==> config.mk <==
export PLATFORM = sky130hd
export DESIGN_NAME = dsp_mac_sequencer
export DESIGN_NICKNAME = d
export VERILOG_FILES = /design/src/rtl/dsp_mac_sequencer.sv
export SDC_FILE = /design/constraint.sdc
export NUM_CORES = 1
export LEC_CHECK = 0
export BUFFER_PORTS_ARGS = -buffer_cell sky130_fd_sc_hd__clkbuf_2
export CELL_PAD_IN_SITES_DETAIL_PLACEMENT = 0
export CELL_PAD_IN_SITES_GLOBAL_PLACEMENT = 1
export CORE_MARGIN = 1.5
export CORE_UTILIZATION = 38
export CTS_CLUSTER_DIAMETER = 150
export DETAILED_ROUTE_END_ITERATION = 8
export PLACE_DENSITY = 0.85
export SKIP_CTS_REPAIR_TIMING = 1
export SLEW_MARGIN = 20
export SYNTH_ARGS = -nofsm -noshare
export SYNTH_HDL_FRONTEND = slang
export SYNTH_SLANG_ARGS = --single-unit
==> constraint.sdc <==
create_clock -name CLK -period 2.8 [get_ports CLK]
set_input_delay 0.28 -clock CLK [delete_from_list [all_inputs] [get_ports CLK]]
set_output_delay 0.28 -clock CLK [all_outputs]
set_load 0.005 [all_outputs]
==> src/rtl/dsp_mac_sequencer.sv <==
// dsp_mac_sequencer: drives DSP48A1 control pins so the slice streams P = sum A[i]*B[i].
// Define DSP_MAC_BIAS_EN to add a C-port bias preload (BIAS_LD/CEC).
module dsp_mac_sequencer #(
    parameter int         LEN_W     = 16,
    parameter logic [7:0] OPM_FIRST = 8'h01,
    parameter logic [7:0] OPM_ACC   = 8'h09
) (
    input  logic             CLK,
    input  logic             RST,
    input  logic             START,
    input  logic [LEN_W-1:0] LEN,
    output logic             BUSY,
    input  logic             S_VALID,
    output logic             S_READY,
    output logic [7:0]       OPMODE,
    output logic             CEOPMODE,
    output logic             CEA,
    output logic             CEB,
    output logic             CEM,
    output logic             CEP,
    output logic             DSP_RST,
`ifdef DSP_MAC_BIAS_EN
    input  logic             BIAS_LD,
    output logic             CEC,
`endif
    output logic             DONE,
    output logic [LEN_W-1:0] REMAIN
);
    typedef enum logic [1:0] {IDLE, RUN, ZERO, DRAIN} state_t;
    state_t     state, nxt;
    logic [1:0] ph;
    logic       first, acc, accept;
    logic [7:0] first_op, zero_op;

`ifdef DSP_MAC_BIAS_EN
    logic bias;
    always_ff @(posedge CLK)
        if (RST) bias <= 1'b0;
        else if (accept) bias <= BIAS_LD;
    assign CEC      = accept & BIAS_LD;
    assign first_op = bias ? 8'h0D : OPM_FIRST;
    assign zero_op  = BIAS_LD ? 8'h0C : 8'h00;
`else
    assign first_op = OPM_FIRST;
    assign zero_op  = 8'h00;
`endif

    assign BUSY     = state != IDLE;
    assign S_READY  = state == RUN;
    assign CEA      = acc;
    assign CEB      = acc;
    assign CEOPMODE = 1'b1;
    assign DSP_RST  = RST;
    // ZERO and DRAIN both last three cycles; the third carries DONE
    assign DONE     = (state == ZERO || state == DRAIN) && ph == 2'd2;

    always_comb begin
        acc    = S_VALID & S_READY;
        accept = (state == IDLE) & START;
        nxt    = state;
        case (state)
            IDLE:    if (START) nxt = (LEN == '0) ? ZERO : RUN;
            RUN:     if (acc && REMAIN == LEN_W'(1)) nxt = DRAIN;
            default: if (ph == 2'd2) nxt = IDLE;
        endcase
    end

    always_ff @(posedge CLK) begin
        if (RST) begin
            state  <= IDLE;
            ph     <= 2'd0;
            first  <= 1'b0;
            OPMODE <= 8'h00;
            CEM    <= 1'b0;
            CEP    <= 1'b0;
            REMAIN <= '0;
        end else begin
            state <= nxt;
            ph    <= (state == ZERO || state == DRAIN) ? ph + 2'd1 : 2'd0;
            CEM   <= acc;
            // the LEN=0 flush loads P with the zero/C-only OPMODE set at START
            CEP   <= CEM | (state == ZERO && ph == 2'd0);
            if (accept) begin
                REMAIN <= LEN;
                first  <= 1'b1;
                if (LEN == '0) OPMODE <= zero_op;
            end else if (acc) begin
                REMAIN <= REMAIN - LEN_W'(1);
                first  <= 1'b0;
                OPMODE <= first ? first_op : OPM_ACC;
            end
        end
    end
endmodule

==> metrics.md, run 1 <==
| Metric | Value |
|---|---|
| Status | `finished, final reports clean` |
| Startpoint Class | `flip-flop` |
| Slew @ Worst Pin | `558 ps` |
| Critical path startpoint | `state[1]` |
| Worst VDD drop | `0.256 mV` |
| Pwr Density | `608 nW/um^2` |
| Min-Delay Path Class | `input pin to flip-flop` |
| Die Wd | `65.3 microns` |
| Initial Util | `0.400` |
| Asr flop ratio synth | `0` |
| Root buf cell | `clkbuf_8` |
| WL final | `3700 microns` |
| Number of vias in the routed layout | `1,497` |
| TNS Setup | `0 ps` |
| Required time of the worst setup path | `3000 ps` |
| Vias in the first global route | `1,309` |
| H-tree Lvls | `1` |
| Post-synth EDFFs | `0` |
| DRC | `0` |
| Row cnt | `22` |
| ANT nets after route | `0` |
| Crit path DAT | `2150 ps` |
| Initial drt markers | `114` |
| Global-route wire length before repair | `6130 microns` |
| Final HPWL DP | `2690 microns` |
| Pin count of the biggest net entering global routing | `27` |
| RR Endpoint | `REMAIN[14]` |
| TritonCTS buffer count | `3` |
| Setup Slack @ Placement | `865 ps` |
| Clk_lat worst skew | `270 ps` |
| RSZ-0062 raised after global routing | `no` |
| Clock slew at reported path FFs | `90 ps` |
| Clock Path Buffers | `2` |
| Hold Fails Final Rpt | `0` |
| WS Path Type | `flip-flop to flip-flop` |
| Routability cong. | `0.811` |
| Cells on worst reg2reg path | `5` |
| Worst setup EP type | `flip-flop` |
| Via/cell ratio | `5.61` |
| P_leak | `0.735 nW` |
| Skew final | `3.10 ps` |
| Layout Nets | `244` |
| Final setup violation count | `0` |
| Post-Place Cells | `263` |
| YS warnings | `0` |
| Crit Path Max Fanout | `21` |
| Core Region | `3690 sq um` |
| Count of input and output buffers | `45` |
| Layout area overhead | `17.7%` |
| Slew Limit Fails | `0` |
| Commonest non-fill, non-tap cells in the layout | `45 x clkbuf_2, 25 x dfxtp_1, 20 x nor2_1` |
| R2R Path Start | `state[1]` |
| Register area share after synthesis | `0.340` |
| Detailed Routing Iterations Pass 1 | `4` |
| Fill cells | `390` |
| Synthesis-stage register bit count | `25` |
| Layout cells sized above 1 | `0.274` |
| Synthesized area | `1470 sq um` |
| WL per Instance | `13.9 microns` |
| Fin crit period | `1940 ps` |
| Total global-route track usage | `0.185` |
| Diodes inserted | `0` |
| Gr ovfl total | `0` |
| Peak Freq | `0.514 GHz` |
| Maxcap violations | `0` |
| Initial antenna violation count | `0` |
| Syn avg cell area | `8.14 sq um` |
| Non-filler cells, final | `267` |
| CTS Sinks | `25` |
| Die Area | `4260 sq um` |
| Commonest non-fill, non-tap cell in the layout | `clkbuf_2` |
| Flop2flop setup slack | `860 ps` |
| Final worst setup slack | `855 ps` |
| Tcrit/Tclk final | `0.695` |
| Unique masters post-synth | `41` |
| Post-Syn Instances | `181` |
| Critical path destination | `REMAIN[14]` |
| Min Hold Slack | `251 ps` |
| TritonCTS clock tree | `yes` |
| Most used flip-flop cell after synthesis | `dfxtp_1` |
| Slew margin rel. | `0.628` |
| Ports | `53` |
| DIE HEIGHT | `65.3 microns` |
-- through the flow --
stage	total power [W]	util	area [sq um]
2_1_floorplan	0.000723	-	1490
5_1_grt	0.00114	0.470	1730
3_3_place_gp	0.000840	0.457	1690
4_1_cts	0.00106	0.470	1730
3_5_place_dp	0.000842	0.457	1690
6_report	0.00106	0.470	1730
-- state kept, by name, indices dropped and copies added, names as in the netlist --
signal and count:
state 2, CEP 1, OPMODE 2, CEM 1
ph 2, first 1, REMAIN 16
-- cells in the mapped netlist (all sizes together), types with 2 or more instances --
cell type / instances / area share
a32oi: 2 / 0.012
or4: 2 / 0.010
o211ai: 4 / 0.020
conb: 2 / 0.0051
a221oi: 2 / 0.012
a31oi: 13 / 0.055
nor2: 21 / 0.055
a22oi: 3 / 0.015
nor3b: 2 / 0.021
buf: 14 / 0.063
ha: 4 / 0.034
clkbuf: 4 / 0.010
inv: 9 / 0.023
dfxtp: 25 / 0.34
nor3: 5 / 0.017
nand2: 13 / 0.035
nand4: 6 / 0.025
a21oi: 9 / 0.031
nand3: 2 / 0.0068
o311ai: 2 / 0.012
nand2b: 3 / 0.013
o21ai: 7 / 0.024
nor4: 8 / 0.054
or3: 8 / 0.034
-- how the worst min path moves through the flow --
| stage | cells after the start | endpoint | startpoint | slack (ps) |
|---|---|---|---|---|
| finish | 3 | REMAIN[9] | LEN[9] | 250 |
| global route | 3 | REMAIN[11] | LEN[11] | 250 |
| CTS | 3 | REMAIN[9] | LEN[9] | 250 |
| detailed placement | 1 | ph[0] | ph[0] | 410 |
| global placement | 1 | ph[0] | ph[0] | 400 |
| floorplan | 1 | ph[0] | ph[0] | 390 |
-- logic make-up (layout without fill, tap and decap cells) --
family | Yosys count | in the layout | synth area share
AO/OA/AOI/OAI | 48 | 48 | 0.220
flip-flops | 25 | 25 | 0.340
buffers and inverters | 27 | 60 | 0.0959
AND/OR/NAND/NOR | 75 | 75 | 0.306
adder cells (fa/ha/maj) | 4 | 4 | 0.0340
other | 2 | 7 | 0.00510
-- worst max-delay path, cell delays in order, from the launching register on --
cell,delay [ps]
dfxtp_1,400
nand3b_4,330
inv_1,410
nand4_1,230
or3_1,350
a31oi_1,160
-- cell type report --
cell class,count,area [sq um],area share
multi-input combinational,134,851,0.491
sequential,25,500,0.289
timing repair buffer,47,240,0.139
tap,48,60.1,0.0346
clock buffer,3,41.3,0.0238
inverter,9,33.8,0.0195
clock inverter,1,7.51,0.00433
-- where the power goes --
group          switching [W]  total, W  internal [W]
Sequential         0.0000680  0.000467      0.000399
Clock               0.000122  0.000223      0.000101
Combinational       0.000206  0.000365      0.000159
Total               0.000395   0.00106      0.000660
-- metal layers --
metal  up-vias  part of all wire  wire, microns  GRT usage
met5         -                 0              0          0
met1       694              0.46           1700      0.255
li1        733                 -              -          -
met4         0             0.014             52     0.0625
met3         5             0.074            272     0.0274
met2        65              0.45           1670      0.293
Power figures use the tool's default switching activity.
==> run 2: changes to the inputs <==
Settings changed: CORE_UTILIZATION 38 to 32, PLACE_DENSITY 0.85 to 0.76.
Clock period 2.8 ns to 1.6 ns, I/O delays scaled along.
==> metrics.md, run 2 (synthesis gave the netlist of run 1 again) <==
| Metric | Value |
|---|---|
| Status | `finished, final reports clean` |
| Worst path slowest cell | `dfxtp_1` |
| Commonest non-fill, non-tap cell in the layout | `clkbuf_2` |
| Pin count of the biggest net entering global routing | `16 (-41%)` |
| Pwr Density | `1060 nW/um^2 (+74%)` |
| Worst hold path startpoint | `LEN[5]` |
| Detailed Routing Iterations Pass 1 | `4 (unchanged)` |
| Total global-route track usage | `0.172 (-0.0123)` |
| Skew final | `8.65 ps (+5.55 ps)` |
| Post-layout util | `0.460 (-0.0104)` |
| Largest register FFs | `16 (unchanged)` |
| Startpoint Class | `flip-flop` |
| Required time of the worst setup path | `1790 ps (-1210 ps)` |
| H-tree Lvls | `1 (unchanged)` |
| DIE HEIGHT | `70.9 microns (+8.6%)` |
| Flop2flop setup slack | `40 ps (-810 ps)` |
| Vias in the first global route | `1,430 (+9.2%)` |
| Final HPWL DP | `3230 microns (+20%)` |
| CTS Sinks | `25 (unchanged)` |
| Die Wd | `70.9 microns (+8.6%)` |
| Final setup violation count | `0 (unchanged)` |
| Cells on worst reg2reg path | `5 (unchanged)` |
| Peak Freq | `0.643 GHz (+25%)` |
| P_leak | `0.881 nW (+20%)` |
| Initial Util | `0.336 (-0.0634)` |
| DRC | `0 (unchanged)` |
| Critical path startpoint | `REMAIN[5]` |
| Slew Limit Fails | `0 (unchanged)` |
| Worst path max stage delay | `370 ps (-40 ps)` |
| Tcrit/Tclk final | `0.972 (+0.278)` |
| Hold Path Sink | `REMAIN[5]` |
| Clk_lat worst skew | `280 ps (about the same)` |
| Fin crit period | `1560 ps (-389 ps)` |
| WHS Path Cells | `3 (unchanged)` |
| Worst setup EP type | `flip-flop` |
| Crit path DAT | `1750 ps (-400 ps)` |
| RSZ-0062 raised after global routing | `yes` |
| Count of input and output buffers | `45 (unchanged)` |
| Maxcap violations | `0 (unchanged)` |
| Core Region | `4380 sq um (+19%)` |
| Clock slew at reported path FFs | `100 ps (about the same)` |
| Layout cells sized above 1 | `0.401 (+0.127)` |
| TNS Setup | `0 ps (unchanged)` |
| RR Endpoint | `state[0]` |
| Layout Nets | `272 (+11%)` |
| Commonest non-fill, non-tap cells in the layout | `45 x clkbuf_2, 28 x buf_4, 22 x dfxtp_1` |
| Initial drt markers | `59 (-48%)` |
| TritonCTS buffer count | `3 (unchanged)` |
| Root buf cell | `clkbuf_8` |
| Gr ovfl total | `0 (unchanged)` |
| Routability cong. | `0.783 (-3.5%)` |
| Clock Path Buffers | `2 (unchanged)` |
| Cell Chain, Critical Path | `nor3_2 > buf_4 > and4_1 > a21oi_1 > o41ai_2` |
| Ports | `53 (unchanged)` |
| ANT nets after route | `0 (unchanged)` |
| TritonCTS clock tree | `yes` |
| Die Area | `5020 sq um (+18%)` |
| Number of vias in the routed layout | `1,580 (+5.5%)` |
| WL per Instance | `14.6 microns (+5.1%)` |
| Min-Delay Path Class | `input pin to flip-flop` |
| Layout area overhead | `36.8%` |
| Top reg by flops | `REMAIN` |
| WS Path Type | `flip-flop to flip-flop` |
| Global-route wire length before repair | `6970 microns (+14%)` |
| Crit Path Max Fanout | `6 (-71%)` |
| Initial antenna violation count | `0 (unchanged)` |
| Via/cell ratio | `5.28 (-5.8%)` |
| Worst VDD drop | `0.416 mV (+62%)` |
| Tot Pwr | `0.00213 W (+100%)` |
| Row cnt | `24 (+9.1%)` |
| Diodes inserted | `0 (unchanged)` |
| Hold Fails Final Rpt | `0 (unchanged)` |
| R2R Path Start | `REMAIN[5]` |
| WL final | `4350 microns (+18%)` |
==> run 2: changes by cell type in the layout (fill, tap and decap cells not counted), sizes merged <==
cell	previous run	this run
inv	9	8
clkdlybuf4s15	0	1
buf	2	29
clkinvlp	1	2
==> run 2: how the worst max path moves through the flow <==
| stage | end | slack [ps] |
|---|---|---|
| 2_1_floorplan | REMAIN[14] | 7 |
| 3_3_place_gp | REMAIN[12] | 60 |
| 3_5_place_dp | REMAIN[12] | 10 |
| 4_1_cts | state[0] | -20 |
| 5_1_grt | state[0] | -40 |
| 6_report | state[0] | 40 |
==> run 2: area by class of cell <==
| cell class | instances | area (sq um) |
|---|---|---|
| well taps | 52 | 65.1 |
| clock buffers | 3 | 41.3 |
| repair buffers | 75 | 458 |
| inverters | 9 | 40.0 |
| flip-flops and latches | 25 | 512 |
| clock inverters | 1 | 7.51 |
| fillers | 450 | 2370 |
| multi-input cells | 134 | 892 |
==> run 2: report_power, final <==
| group | internal [W] | total [W] | switching (W) | leakage, nW |
|---|---|---|---|---|
| Combinational | 0.000468 | 0.000934 | 0.000466 | 0.652 |
| Clock | 0.000177 | 0.000397 | 0.000220 | 0.0217 |
| Sequential | 0.000702 | 0.000803 | 0.000100 | 0.207 |
| Total | 0.00135 | 0.00213 | 0.000787 | 0.881 |
==> run 2: critical path, delay by kind of cell (launching register included) <==
family / cells / cell delay (ps)
buffers and inverters: 1 / 180
AOI/OAI and AO/OA: 2 / 420
DFF: 1 / 370
and+or+nand+nor: 2 / 490
==> run 2: metal layers <==
metal	global-route usage	up-vias	share of wire
met5	0	-	0
li1	-	786	-
met4	0.0587	0	0.017
met1	0.244	730	0.46
met3	0.0271	8	0.057
met2	0.267	56	0.47
==> run 2: per-stage QoR <==
| step | worst slack, ps | cell area [sq um] | instances | hold WS [ps] |
|---|---|---|---|---|
| floorplan | 6.67 | 1490 | 186 | 310 |
| global placement | 59.4 | 1840 | 287 | 402 |
| detailed placement | 14.5 | 1840 | 287 | 407 |
| CTS | -18.4 | 1890 | 291 | 134 |
| global route | -44.5 | 2020 | 299 | 157 |
| finish | 44.5 | 2020 | 299 | 136 |
==> run 3: changes to the inputs <==
==> constraint.sdc (replaced) <==
create_clock -name CLK -period 1.3 [get_ports CLK]
set_input_delay 0.13 -clock CLK [delete_from_list [all_inputs] [get_ports CLK]]
set_output_delay 0.13 -clock CLK [all_outputs]
set_load 0.01 [all_outputs]
==> metrics.md, run 3 (synthesis gave the netlist of run 1 again) <==
| Metric | Value |
|---|---|
| Status | `finished, violations left` |
| Failing checks | `setup timing` |
| P_leak | `1.09 nW (+23%)` |
| Commonest non-fill, non-tap cell in the layout | `buf_4` |
| Root buf cell | `clkbuf_8` |
| Fin crit period | `1510 ps (-40.8 ps)` |
| Final setup violation count | `18 (+18)` |
| Clk_lat worst skew | `270 ps (about the same)` |
| Tot Pwr | `0.00302 W (+41%)` |
| Die Wd | `70.9 microns (unchanged)` |
| Crit Path Max Fanout | `4 (-2)` |
| FF+latch area | `526 sq um (+2.7%)` |
| CTS Sinks | `25 (unchanged)` |
| Delay-heaviest family, CP | `simple AND/OR/NAND/NOR gates` |
| Maxcap violations | `0 (unchanged)` |
| Crit path DAT | `1720 ps (-30 ps)` |
| Largest register FFs | `16 (unchanged)` |
| Slew Limit Fails | `0 (unchanged)` |
| Top reg by flops | `REMAIN` |
| WL final | `4900 microns (+13%)` |
| Commonest non-fill, non-tap cells in the layout | `49 x buf_4, 42 x clkbuf_2, 19 x nor2_1` |
| Required time of the worst setup path | `1510 ps (-280 ps)` |
| Row cnt | `24 (unchanged)` |
| Via/cell ratio | `5.23 (-1.1%)` |
| Min-Delay Path Class | `input pin to flip-flop` |
| Ports | `53 (unchanged)` |
| DIE HEIGHT | `70.9 microns (unchanged)` |
| Global-route wire length before repair | `7450 microns (+6.8%)` |
| Initial Util | `0.336 (unchanged)` |
| DRC | `0 (unchanged)` |
| Layout Nets | `304 (+12%)` |
| WL per Instance | `14.8 microns (+1.8%)` |
| Met3 Use GR | `0.0313 (+0.00427)` |
| RSZ-0062 raised after global routing | `yes` |
| Met2 Use GR | `0.304 (+0.0374)` |
| Count of input and output buffers | `45 (unchanged)` |
| Final worst setup slack | `-215 ps (-259 ps)` |
| Clock slew at reported path FFs | `90 ps (about the same)` |
| Initial antenna violation count | `0 (unchanged)` |
| Layout area overhead | `63.9%` |
| Most used routing layer | `met2` |
| Fill cells | `407 (-9.6%)` |
| Number of vias in the routed layout | `1,730 (+9.5%)` |
| Routability cong. | `0.833 (+6.4%)` |
| Global routing usage on met1 | `0.246 (+0.00175)` |
| Worst setup EP type | `flip-flop` |
| Clock Path Buffers | `2 (unchanged)` |
| Startpoint Class | `flip-flop` |
| Area of the multi-input gates | `1010 sq um (+13%)` |
| H-tree Lvls | `1 (unchanged)` |
| Hold Fails Final Rpt | `0 (unchanged)` |
| Diodes inserted | `0 (unchanged)` |
| Die Area | `5020 sq um (unchanged)` |
| Layout cells sized above 1 | `0.573 (+0.173)` |
| Detailed Routing Iterations Pass 1 | `4 (unchanged)` |
| Peak Freq | `0.660 GHz (+2.7%)` |
| TritonCTS buffer count | `3 (unchanged)` |
| Pin count of the biggest net entering global routing | `18 (+2)` |
| Final HPWL DP | `3500 microns (+8.3%)` |
| Worst VDD drop | `0.486 mV (+17%)` |
| Core Region | `4380 sq um (unchanged)` |
| TritonCTS clock tree | `yes` |
| Total global-route track usage | `0.186 (+0.0133)` |
| Gr ovfl total | `0 (unchanged)` |
| Worst path max stage delay | `380 ps (about the same)` |
| WS Path Type | `flip-flop to flip-flop` |
| TNS Setup | `-2000 ps (-2000 ps)` |
| Skew final | `3.42 ps (-5.23 ps)` |
| Pwr Density | `1250 nW/um^2 (+18%)` |
| Tcrit/Tclk final | `1.17 (+0.193)` |
| Post-layout util | `0.551 (+0.0913)` |
| Initial drt markers | `59 (unchanged)` |
| Vias in the first global route | `1,572 (+9.9%)` |
| Worst path slowest cell | `dfxtp_4` |
| ANT nets after route | `0 (unchanged)` |
| WP buf/inv | `1 (unchanged)` |
| Cell Chain, Critical Path | `inv_4 > ha_4 > nor3b_4 > nand4_1 > or3_1 > a31oi_1` |
run 3: cell count changes in the layout (fill, tap and decap cells not counted), moves of 3 or more:
cell | previous run | this run
dfxtp_2 | 0 | 11
buf_6 | 1 | 13
dfxtp_1 | 22 | 11
clkbuf_2 | 45 | 42
buf_4 | 28 | 49
run 3: routing by layer:
layer,vias up,share of wire
met5,-,0
met4,0,0.017
met3,8,0.046
met2,50,0.49
met1,812,0.45
li1,860,-
run 3: cell type report:
type	instances	share of cell area
clock buffers	3	0.0171
clock inverters	1	0.00207
inverters	9	0.0161
multi-input cells	135	0.416
flip-flops and latches	25	0.218
well taps	52	0.0269
repair buffers	106	0.304
run 3: tightest hold or removal path, stage by stage:
cell and delay [ps]:
clkbuf_2 100, a221oi_2 50, nor2_1 70
run 3: worst paths after layout:
check / slack (ps) / startpoint / endpoint / cells after the start
max: -210 / REMAIN[1] / REMAIN[14] / 6
min: 110 / LEN[1] / REMAIN[1] / 3
max reg2reg: -210 / REMAIN[1] / REMAIN[14] / 6
min reg2reg: 490 / first / first / 2
run 3: where the power goes:
group          switching (W)  internal, W
Sequential          0.000115     0.000875
Combinational       0.000745     0.000799
Clock               0.000269     0.000215
run 3: through the flow:
step	hold slack, ps	instance area, sq um	worst slack [ps]	std cells
final	107	2420	-215	331
after global routing	113	2420	-314	331
after CTS	109	2160	-215	318
after detailed placement	402	2120	-210	314
after global placement	403	2120	-137	314
after floorplan	264	1590	-220	186
